[config.mk]
export PLATFORM = sky130hd
export DESIGN_NAME = ps2_kbd_rx_flat
export DESIGN_NICKNAME = d
export VERILOG_FILES = /design/src/rtl/ps2_pkg.sv /design/src/rtl/ps2_kbd_rx_if.sv /design/src/rtl/ps2_frame_rx.sv /design/src/rtl/ps2_kbd_rx.sv /design/src/flat_wrapper.sv
export SDC_FILE = /design/constraint.sdc
export NUM_CORES = 1
export LEC_CHECK = 0
export ABC_AREA = 1
export CAP_MARGIN = 10
export CORE_ASPECT_RATIO = 1.2
export CORE_UTILIZATION = 40
export CTS_BUF_LIST = sky130_fd_sc_hd__clkbuf_8
export DETAILED_ROUTE_END_ITERATION = 10
export GPL_TIMING_DRIVEN = 0
export PLACE_DENSITY = 0.53
export REMOVE_ABC_BUFFERS = 1
export SLEW_MARGIN = 15
export SYNTH_ARGS = -nofsm -noshare
export SYNTH_HDL_FRONTEND = slang
export SYNTH_SLANG_ARGS = --single-unit
[constraint.sdc]
create_clock -name clk -period 3.3 [get_ports clk]
set_clock_uncertainty 0.2 [all_clocks]
set_input_delay 0.495 -clock clk [delete_from_list [all_inputs] [get_ports clk]]
set_output_delay 0.495 -clock clk [all_outputs]
set_load 0.005 [all_outputs]
[src/rtl/ps2_pkg.sv]
// rtl/ps2_pkg.sv - shared constants, frame FSM states and key event type for the PS/2 receiver
package ps2_pkg;

    localparam logic [7:0] PS2_EXT = 8'hE0;
    localparam logic [7:0] PS2_BRK = 8'hF0;

    typedef enum logic [1:0] {
        ST_IDLE  = 2'd0,
        ST_SHIFT = 2'd1,
        ST_CHECK = 2'd2
    } ps2_state_e;

    typedef struct packed {
        logic       ext;
        logic       brk;
        logic [7:0] code;
    } ps2_evt_t;

endpackage

[src/rtl/ps2_kbd_rx_if.sv]
// rtl/ps2_kbd_rx_if.sv - key event valid/ready stream between the receiver and the display stage
interface ps2_kbd_rx_if;

    logic       evt_valid;
    logic       evt_ready;
    logic [7:0] evt_code;
    logic       evt_break;
    logic       evt_ext;

    modport master (output evt_valid, output evt_code, output evt_break, output evt_ext, input evt_ready);
    modport slave  (input evt_valid, input evt_code, input evt_break, input evt_ext, output evt_ready);

endinterface

[src/rtl/ps2_frame_rx.sv]
// rtl/ps2_frame_rx.sv - PS/2 pin synchronizers, falling-edge detect and 11-bit frame deframer
module ps2_frame_rx
    import ps2_pkg::*;
#(
    parameter int TIMEOUT     = 5000,
    parameter int SYNC_STAGES = 2
) (
    input  logic       clk,
    input  logic       rst,
    input  logic       i_ps2_clk,
    input  logic       i_ps2_data,
    output logic [7:0] o_byte,
    output logic       o_byte_valid,
    output logic       o_frame_err
);

    localparam int TW = $clog2(TIMEOUT);

    logic [SYNC_STAGES-1:0] r_clk_sync;
    logic [SYNC_STAGES-1:0] r_dat_sync;
    logic                   r_clk_q;
    ps2_state_e             r_state;
    logic [3:0]             r_bitcnt;
    logic [9:0]             r_sh;
    logic [TW-1:0]          r_tmo;
    logic                   w_clk;
    logic                   w_dat;
    logic                   w_fall;

    assign w_clk  = r_clk_sync[SYNC_STAGES-1];
    assign w_dat  = r_dat_sync[SYNC_STAGES-1];
    assign w_fall = r_clk_q & ~w_clk;

    // Synchronizers idle high so a reset never fabricates a falling edge
    always_ff @(posedge clk or negedge rst) begin
        if (!rst) begin
            r_clk_sync <= '1;
            r_dat_sync <= '1;
            r_clk_q    <= 1'b1;
        end else begin
            r_clk_sync <= {r_clk_sync[SYNC_STAGES-2:0], i_ps2_clk};
            r_dat_sync <= {r_dat_sync[SYNC_STAGES-2:0], i_ps2_data};
            r_clk_q    <= w_clk;
        end
    end

    // r_sh ends up as {stop, parity, data[7:0]} after ten shifts
    always_ff @(posedge clk or negedge rst) begin
        if (!rst) begin
            r_state      <= ST_IDLE;
            r_bitcnt     <= '0;
            r_sh         <= '0;
            r_tmo        <= '0;
            o_byte       <= '0;
            o_byte_valid <= 1'b0;
            o_frame_err  <= 1'b0;
        end else begin
            o_byte_valid <= 1'b0;
            o_frame_err  <= 1'b0;
            case (r_state)
                ST_IDLE: begin
                    r_tmo <= '0;
                    if (w_fall) begin
                        if (!w_dat) begin
                            r_state  <= ST_SHIFT;
                            r_bitcnt <= 4'd1;
                        end else begin
                            o_frame_err <= 1'b1;
                        end
                    end
                end
                ST_SHIFT: begin
                    if (w_fall) begin
                        r_sh     <= {w_dat, r_sh[9:1]};
                        r_tmo    <= '0;
                        r_bitcnt <= r_bitcnt + 4'd1;
                        if (r_bitcnt == 4'd10) r_state <= ST_CHECK;
                    end else if (r_tmo == TW'(TIMEOUT - 1)) begin
                        o_frame_err <= 1'b1;
                        r_state     <= ST_IDLE;
                    end else begin
                        r_tmo <= r_tmo + 1'b1;
                    end
                end
                ST_CHECK: begin
                    if (r_sh[9] && (^r_sh[8:0])) begin
                        o_byte       <= r_sh[7:0];
                        o_byte_valid <= 1'b1;
                    end else begin
                        o_frame_err <= 1'b1;
                    end
                    r_state <= ST_IDLE;
                end
                default: r_state <= ST_IDLE;
            endcase
        end
    end

endmodule

[src/rtl/ps2_kbd_rx.sv]
// rtl/ps2_kbd_rx.sv - PS/2 keyboard receiver: deframer, E0/F0 prefix folding and event FIFO
module ps2_kbd_rx
    import ps2_pkg::*;
#(
    parameter int FIFO_DEPTH  = 8,
    parameter int TIMEOUT     = 5000,
    parameter int SYNC_STAGES = 2
) (
    input  logic           clk,
    input  logic           rst,
    input  logic           ps2_clk,
    input  logic           ps2_data,
    ps2_kbd_rx_if.master   evt,
    output logic           frame_err,
    output logic           overflow
);

    localparam int AW = $clog2(FIFO_DEPTH);
    localparam int CW = AW + 1;

    logic [7:0]  w_byte;
    logic        w_byte_valid;
    logic        w_frame_err;
    logic        r_ext_f;
    logic        r_brk_f;
    logic        w_push;
    logic        w_pop;
    logic        w_full;
    logic        w_wr;
    ps2_evt_t    w_evt;
    ps2_evt_t    w_head;
    ps2_evt_t    r_mem [FIFO_DEPTH];
    logic [AW-1:0] r_wr_ptr;
    logic [AW-1:0] r_rd_ptr;
    logic [CW-1:0] r_count;

    ps2_frame_rx #(
        .TIMEOUT     (TIMEOUT),
        .SYNC_STAGES (SYNC_STAGES)
    ) u_frame_rx (
        .clk          (clk),
        .rst          (rst),
        .i_ps2_clk    (ps2_clk),
        .i_ps2_data   (ps2_data),
        .o_byte       (w_byte),
        .o_byte_valid (w_byte_valid),
        .o_frame_err  (w_frame_err)
    );

    assign frame_err = w_frame_err;

    always_comb begin
        w_push   = w_byte_valid && (w_byte != PS2_EXT) && (w_byte != PS2_BRK);
        w_evt    = '0;
        w_evt.ext  = r_ext_f;
        w_evt.brk  = r_brk_f;
        w_evt.code = w_byte;
    end

    always_ff @(posedge clk or negedge rst) begin
        if (!rst) begin
            r_ext_f <= 1'b0;
            r_brk_f <= 1'b0;
        end else if (w_frame_err || w_push) begin
            r_ext_f <= 1'b0;
            r_brk_f <= 1'b0;
        end else if (w_byte_valid) begin
            if (w_byte == PS2_EXT) r_ext_f <= 1'b1;
            if (w_byte == PS2_BRK) r_brk_f <= 1'b1;
        end
    end

    // A pop on the same cycle frees the slot, so a full FIFO can still accept
    assign w_pop  = evt.evt_valid && evt.evt_ready;
    assign w_full = (r_count == CW'(FIFO_DEPTH));
    assign w_wr   = w_push && (!w_full || w_pop);

    always_ff @(posedge clk) begin
        if (w_wr) r_mem[r_wr_ptr] <= w_evt;
    end

    always_ff @(posedge clk or negedge rst) begin
        if (!rst) begin
            r_wr_ptr <= '0;
            r_rd_ptr <= '0;
            r_count  <= '0;
            overflow <= 1'b0;
        end else begin
            if (w_wr)  r_wr_ptr <= r_wr_ptr + 1'b1;
            if (w_pop) r_rd_ptr <= r_rd_ptr + 1'b1;
            case ({w_wr, w_pop})
                2'b10:   r_count <= r_count + 1'b1;
                2'b01:   r_count <= r_count - 1'b1;
                default: r_count <= r_count;
            endcase
            if (w_push && w_full && !w_pop) overflow <= 1'b1;
        end
    end

    // Head is gated so the outputs read zero while the FIFO is empty
    assign w_head        = r_mem[r_rd_ptr];
    assign evt.evt_valid = (r_count != '0);
    assign evt.evt_code  = evt.evt_valid ? w_head.code : 8'h00;
    assign evt.evt_break = evt.evt_valid & w_head.brk;
    assign evt.evt_ext   = evt.evt_valid & w_head.ext;

endmodule

[src/flat_wrapper.sv]
// flat-port wrapper written by rule: the top's interface ports become plain ports
module ps2_kbd_rx_flat import ps2_pkg::*;
#(
    parameter int FIFO_DEPTH  = 8,
    parameter int TIMEOUT     = 5000,
    parameter int SYNC_STAGES = 2
)
  (clk, rst, ps2_clk, ps2_data, frame_err, overflow, evt_evt_valid, evt_evt_code, evt_evt_break, evt_evt_ext, evt_evt_ready);
  ps2_kbd_rx_if evt_i ();
  input  logic clk;
  input  logic rst;
  input  logic ps2_clk;
  input  logic ps2_data;
  output logic frame_err;
  output logic overflow;
  output wire logic [$bits(evt_i.evt_valid)-1:0] evt_evt_valid;
  output wire logic [$bits(evt_i.evt_code)-1:0] evt_evt_code;
  output wire logic [$bits(evt_i.evt_break)-1:0] evt_evt_break;
  output wire logic [$bits(evt_i.evt_ext)-1:0] evt_evt_ext;
  input wire logic [$bits(evt_i.evt_ready)-1:0] evt_evt_ready;
  assign evt_evt_valid = evt_i.evt_valid;
  assign evt_evt_code = evt_i.evt_code;
  assign evt_evt_break = evt_i.evt_break;
  assign evt_evt_ext = evt_i.evt_ext;
  assign evt_i.evt_ready = evt_evt_ready;
  ps2_kbd_rx #(.FIFO_DEPTH(FIFO_DEPTH), .TIMEOUT(TIMEOUT), .SYNC_STAGES(SYNC_STAGES)) u_core (.clk(clk), .rst(rst), .ps2_clk(ps2_clk), .ps2_data(ps2_data), .evt(evt_i), .frame_err(frame_err), .overflow(overflow));
endmodule
## Yosys cells after proc, flatten, opt, wreduce, memory -nomap -nowiden

Memories as Yosys holds them, arrays and structs flattened.
Cells that the tools add are included.

- Latch bits: 0
- Output and inout port bits: 13
- Register bits: 57
- Memory bits (read-only): 0
- Memory bits (writable): 80
- Memories: 1

Memory list:

| memory | words | bits a word | rd ports | clocked after memory_dff | wr ports | RTL line | source |
|---|---|---|---|---|---|---|---|
| u_core.r_mem | 8 | 10 | 1 | 0 | 1 | ps2_kbd_rx.sv:32 | `ps2_evt_t r_mem [FIFO_DEPTH];` |

- Div/mod/pow operators: 0
- Bitwise gates (word level): 4
- Mux-type cells: 31
- Reductions and logical operators: 26
- $lt $le $gt $ge: 0
- Equal/unequal tests: 17
- Shift operators: 0
- Multipliers: 0
- Add/sub/neg operators: 6

Operator list:

| kind | number |
|---|---|
| $mux W13 | 2 |
| $pmux W13 S2 | 1 |
| $eq A8 B8 Y1 const B | 2 |
| $ne A8 B8 Y1 const B | 2 |
| $pmux W4 S2 | 2 |
| $mux W1 | 15 |
| $add A13 B1 Y13 const B | 1 |
| $eq A13 B13 Y1 const B | 1 |
| $mux W4 | 3 |
| $mux W2 | 5 |
| $reduce_and A2 Y1 | 5 |
| $reduce_bool A2 Y1 | 5 |
| $ne A3 B3 Y1 const B | 3 |
| $reduce_xor A9 Y1 | 1 |
| $add A4 B1 Y4 const B | 2 |
| $eq A4 B4 Y1 const B | 2 |
| $mux W8 | 1 |
| $reduce_and A4 Y1 | 2 |
| $logic_and A1 B1 Y1 | 7 |
| $add A3 B1 Y3 const B | 2 |
| $ne A2 B2 Y1 const B | 3 |
| $eq A2 B1 Y1 const B | 2 |
| $eq A2 B2 Y1 const B | 2 |
| $pmux W2 S2 | 1 |
| 8 further kinds | 12 |

## Longest topological paths before layout

- Depth in word-level cells: 6
- Depth in mapped cells: 14
- Mapped depth without buffers: 14

## Cells and area by module

Synthesis repeated with hierarchy kept, for this count alone.

- Cells, all modules: 602
- Area total of the unflattened synthesis: 6261.0 µm²

By module, submodules not included:

| module | cells an instance | times used | area each (µm²) | sequential area each (µm²) |
|---|---|---|---|---|
| ps2_kbd_rx | 330 | 1 | 3971.3 | 2727.6 |
| ps2_frame_rx | 272 | 1 | 2289.7 | 1107.3 |

## Worst setup path before layout

No wires, ideal clock.

- Kind: reg-to-reg
- Start: reg u_core.u_frame_rx.o_byte[1]
- End: reg u_core.r_count[1]
- Required time: 2.975 ns
- Setup time: 0.125 ns
- Data arrival time: 1.932 ns
- Clock period less this slack: 2.256 ns
- Setup slack: 1.044 ns
- Path buffers: 0
- Stages on the path, launching flop included: 11
- Path through: dfrtp_1 > or2_1 > nor4_4 > nor2_2 > nand2_2 > ha_1 > nand2_1 > inv_1 > nor2_1 > ha_1 > mux2_2

- Word-level cells in the longest chain between the ends: 6
- Elaborated cells between the ends (all ways): 9

RTL lines:

| item | RTL line | source |
|---|---|---|
| from (decl) | ps2_frame_rx.sv:12 | `output logic [7:0] o_byte,` |
| from (signal assigned) | ps2_frame_rx.sv:87 | `o_byte <= r_sh[7:0];` |
| $ne A8 B8 Y1 | ps2_kbd_rx.sv:53 | `w_push = w_byte_valid && (w_byte != PS2_EXT) && (w_byte != PS2_BRK);` |
| $logic_and A1 B1 Y1 | ps2_kbd_rx.sv:53 |  |
| $logic_and A1 B1 Y1 * | ps2_kbd_rx.sv:53 |  |
| $logic_and A1 B1 Y1 * | ps2_kbd_rx.sv:76 | `assign w_wr = w_push && (!w_full \|\| w_pop);` |
| $eq A2 B1 Y1 or $eq A2 B2 Y1 (tied branches) | ps2_kbd_rx.sv:91 | `case ({w_wr, w_pop})` |
| $pmux W4 S2 or $reduce_bool A2 Y1 (tied branches) | n/a |  |
| to (signal assigned) | ps2_kbd_rx.sv:92 | `2'b10: r_count <= r_count + 1'b1;` |
| to (signal assigned) | ps2_kbd_rx.sv:93 | `2'b01: r_count <= r_count - 1'b1;` |
| to (signal assigned) | ps2_kbd_rx.sv:94 | `default: r_count <= r_count;` |
| to (decl) | ps2_kbd_rx.sv:35 | `logic [CW-1:0] r_count;` |

Mark *: on every way between the ends. The rest lies on a longest branch, timed or not.
A chain may end at the register's enable or synchronous reset.

## Final worst setup path

- Start: reg u_core.r_rd_ptr[0]
- End: out evt_evt_code[2]

- Word-level cells in the longest chain between the ends: 2

RTL lines:

| item | RTL line | source |
|---|---|---|
| from (decl) | ps2_kbd_rx.sv:34 | `logic [AW-1:0] r_rd_ptr;` |
| from (signal assigned) | ps2_kbd_rx.sv:90 | `if (w_pop) r_rd_ptr <= r_rd_ptr + 1'b1;` |
| $mem_v2 Z8 W10 | n/a |  |
| $mux W8 | ps2_kbd_rx.sv:103 | `assign evt.evt_code = evt.evt_valid ? w_head.code : 8'h00;` |
| to (decl) | flat_wrapper.sv:17 | `output wire logic [$bits(evt_i.evt_code)-1:0] evt_evt_code;` |

Every way passes these cells.

==> metrics.md <==
| Metric | Value |
|---|---|
| Area grow syn2layout | `12.9%` |
| Unrepaired setup endpoints after global routing | `false` |
| Startpoint Class | `register` |
| Root Buffer | `clkbuf_8` |
| Clock-pin slew on the worst setup and hold paths | `~80 ps` |
| Synth top area share | `38.9%` |
| Syn Area/Cell | `about 10 um^2` |
| Asr flop ratio synth | `41.6%` |
| Core area | `between 15000 and 20000 um^2` |
| Top FF cell, synth | `edfxtp_1` |
| Initial drt markers | `roughly 270` |
| Rows | `49` |
| Leak | `between 2 and 3 nW` |
| Maximum VDD drop | `301 uV` |
| RR Startpoint | `u_core.u_frame_rx.o_byte[1]$_DFFE_PN0P_` |
| Worst Hold End | `u_core.u_frame_rx.r_dat_sync[1]$_DFF_PN1_` |
| Buffers on Ports | `17` |
| Post-DP Area | `6520 um^2` |
| Type of the most critical hold path | `reg2reg` |
| Kind of critical path | `reg2out` |
| Largest net degree at the start of global routing | `58` |
| Final nets | `around 630` |
| Arr. time, crit path | `roughly 2400 ps` |
| Boundary Pins | `18` |
| Layout cell share with drive strength beyond 1 | `between 10% and 20%` |
| Setup TNS Final | `0 ps` |
| Status | `finished clean` |
| Least-Margin Pin Slew | `1080 ps` |
| Fin crit share | `between 90% and 100%` |
| P per Cell Area | `around 740 nW/um^2` |
| Vias in the first global route | `approximately 4300` |
| First-pass GRT wire length | `~21000 um` |
| Skew-Pair Late Insertion Delay | `between 400 and 500 ps` |
| Worst reg-to-reg path cell count | `6` |
| Final ANT Viol Nets | `0` |
| Effective utilization at floorplan | `between 40% and 50%` |
| TritonCTS clock tree | `yes` |
| Place WS | `between 80 and 90 ps` |
| Area leader, netlist | `edfxtp_1` |
| Synth Cell Area | `6170 um^2` |
| Clock Path Buffers | `2` |
| #FFs+latches synth | `between 100 and 150` |
| DRT Pass-1 Iters | `4` |
| Initial antenna violation count | `0` |
| Worst r2r dst | `u_core.r_mem[4][1]$_DFFE_PP_` |
| Placer congestion estimate | `between 0.7 and 0.8` |
| Endpoint class of the critical path | `output port` |
| Detailed Route WL | `between 10000 and 15000 um` |
| Finish-stage setup viols | `0` |
| Final hold violation count | `0` |
| Num Clock Sinks | `137` |
| Design Area, Final | `6970 um^2` |
| Cells after Synth | `600` |
| Finished Core Util | `between 40% and 50%` |
| Max-slew headroom | `between 20 and 30%` |
| Synthesis Warnings | `0` |
| Fmax | `between 0.3 and 0.4 GHz` |
| Max Slew Vio Count | `0` |
| Die H | `~140 um` |
| DP HPWL | `approximately 8000 um` |
| Total CTS buffers | `17` |
| WP data required | `roughly 2600 ps` |
| Routed vias | `between 4000 and 5000` |
| Max-cap violations | `0` |
| WHS Path Cells | `0` |
| Routed WL per cell | `around 15 um` |
| Post-route DRC | `0` |
| Total track usage | `roughly 18%` |
| Tmin final | `3140 ps` |
| Count of cell types in the netlist | `40` |
| Final worst slack | `roughly 160 ps` |
| EDFF count, synth | `80` |
| Leading cell types by total area after synthesis | `edfxtp_1 39%, dfrtp_1 21%, nor2_1 6.7%` |
| Worst Path Max Fanout | `40` |
| H-tree level count | `4` |
| Total grt overflow | `0` |
| Antenna Diode Count | `0` |
| Hold path startpoint | `u_core.u_frame_rx.r_dat_sync[0]$_DFF_PN1_` |
| Area of the die | `about 16000 um^2` |
| Via density per instance | `between 5 and 6` |
| R2R setup slack | `between 500 and 600 ps` |
| Sequential area share after synthesis | `62.1%` |
| Die width | `approximately 120 um` |
metal layers:
metal  vias up  GRT usage [%]  routed length, um
li1       2097              -                  -
met2        85           30.3               6560
met3        31           4.56                550
met1      1975           19.7               5200
met4         0           9.30                405
met5         -              0                  0
cells by family (layout without fill, tap and decap cells):
family	after synthesis	after routing	synth area share [%]
simple gates	273	273	20.4
fa+ha+maj	8	8	1.62
mux	2	2	0.365
xor+xnor	13	13	1.84
compound gates	93	93	8.92
buf+inv	74	105	4.74
flops	137	137	62.1
worst max-delay path: stages (launching register included):
cell	delay [ps]
dfrtp_4	640
clkinv_8	210
nor2_1	60
o32ai_1	240
o21ai_1	90
nor2_1	190
clkdlybuf4s50_1	540
placed cells by master, fill, tap and decap left out, types with 8 or more instances in the layout:
master           netlist  final
a21oi_1                9      9
clkbuf_8               0     17
clkdlybuf4s50_1        0     16
dfrtp_1               52     50
edfxtp_1              80     80
ha_1                   8      8
inv_1                 48     49
nand2_1               85     85
nand2_2               10     10
nand3_1               24     24
nand4_1               14     14
nor2_1               110    106
nor2_2                 4      8
o21ai_0               42     42
o21ai_1               15     15
o32ai_1               20     20
xor2_1                 9      9
per-stage QoR:
step / hold slack (ps) / std cells / power, mW
floorplan: -0.591 / 580 / 3.20
global placement: 148 / 801 / 3.76
detailed placement: 148 / 801 / 3.82
CTS: 162 / 834 / 5.21
global route: 166 / 835 / 5.54
finish: 160 / 835 / 5.19
state kept, by name (all words and copies together), names as in the netlist:
register,count
u_core.r_mem,80
u_core.u_frame_rx.r_tmo,13
u_core.u_frame_rx.r_sh,10
u_core.u_frame_rx.o_byte,8
u_core.r_count,4
u_core.u_frame_rx.r_bitcnt,4
u_core.r_rd_ptr,3
u_core.r_wr_ptr,3
u_core.u_frame_rx.r_clk_sync,2
u_core.u_frame_rx.r_dat_sync,2
u_core.u_frame_rx.r_state,2
u_core.overflow,1
u_core.r_brk_f,1
u_core.r_ext_f,1
u_core.u_frame_rx.o_byte_valid,1
u_core.u_frame_rx.o_frame_err,1
u_core.u_frame_rx.r_clk_q,1
layout make-up:
type	instances	area (um^2)
multi-input combinational	389	2060
fill	1402	8050
timing repair buffer	19	205
clock inverter	15	160
clock buffer	17	234
sequential	137	3840
inverter	54	215
tap	204	255
synthesized netlist by cell type, types with 2 or more instances:
| cell type | number |
|---|---|
| inv_1 | 48 |
| nand2_4 | 2 |
| nand2_2 | 10 |
| nor2_2 | 4 |
| nor3_1 | 6 |
| mux2_2 | 2 |
| nand2_1 | 85 |
| dfstp_2 | 5 |
| o21ai_1 | 15 |
| dfrtp_1 | 52 |
| nand4_1 | 14 |
| o21ai_0 | 42 |
| buf_2 | 6 |
| a21oi_1 | 9 |
| edfxtp_1 | 80 |
| ha_1 | 8 |
| nand3b_1 | 2 |
| nand3_1 | 24 |
| clkbuf_1 | 12 |
| nor2_1 | 110 |
| nor4_1 | 3 |
| inv_2 | 6 |
| o22ai_1 | 5 |
| xor2_1 | 9 |
| o32ai_1 | 20 |
| xnor2_1 | 4 |
| nor3_2 | 4 |
worst max-delay path by stage:
stage | from | endpoint | depth (start not counted) | slack, ps
floorplan | u_core.r_rd_ptr[0]$_DFFE_PN0P_ | evt_evt_break | 5 | 880
global route | u_core.r_rd_ptr[0]$_DFFE_PN0P_ | evt_evt_code[2] | 6 | 50
finish | u_core.r_rd_ptr[0]$_DFFE_PN0P_ | evt_evt_code[2] | 6 | 160
detailed placement | u_core.r_rd_ptr[0]$_DFFE_PN0P_ | evt_evt_code[2] | 6 | 80
global placement | u_core.r_rd_ptr[0]$_DFFE_PN0P_ | evt_evt_code[0] | 6 | -450
CTS | u_core.r_rd_ptr[0]$_DFFE_PN0P_ | evt_evt_code[2] | 6 | 20
power by group:
| part | total (mW) | internal, mW | switching [mW] |
|---|---|---|---|
| combinational | 1.60 | 0.698 | 0.899 |
| clock | 1.37 | 0.732 | 0.633 |
| sequential | 2.23 | 1.93 | 0.298 |
what timing repair did:
| item | in CTS | in global routing |
|---|---|---|
| endpoints found under the setup margin | 10 | 9 |
| hold endpoints to repair | 52 | 0 |
| hold buffers | 1 | 0 |
| setup buffers | 0 | 1 |
| resized for setup | 4 | 2 |
(Power assumes the default switching activity.)
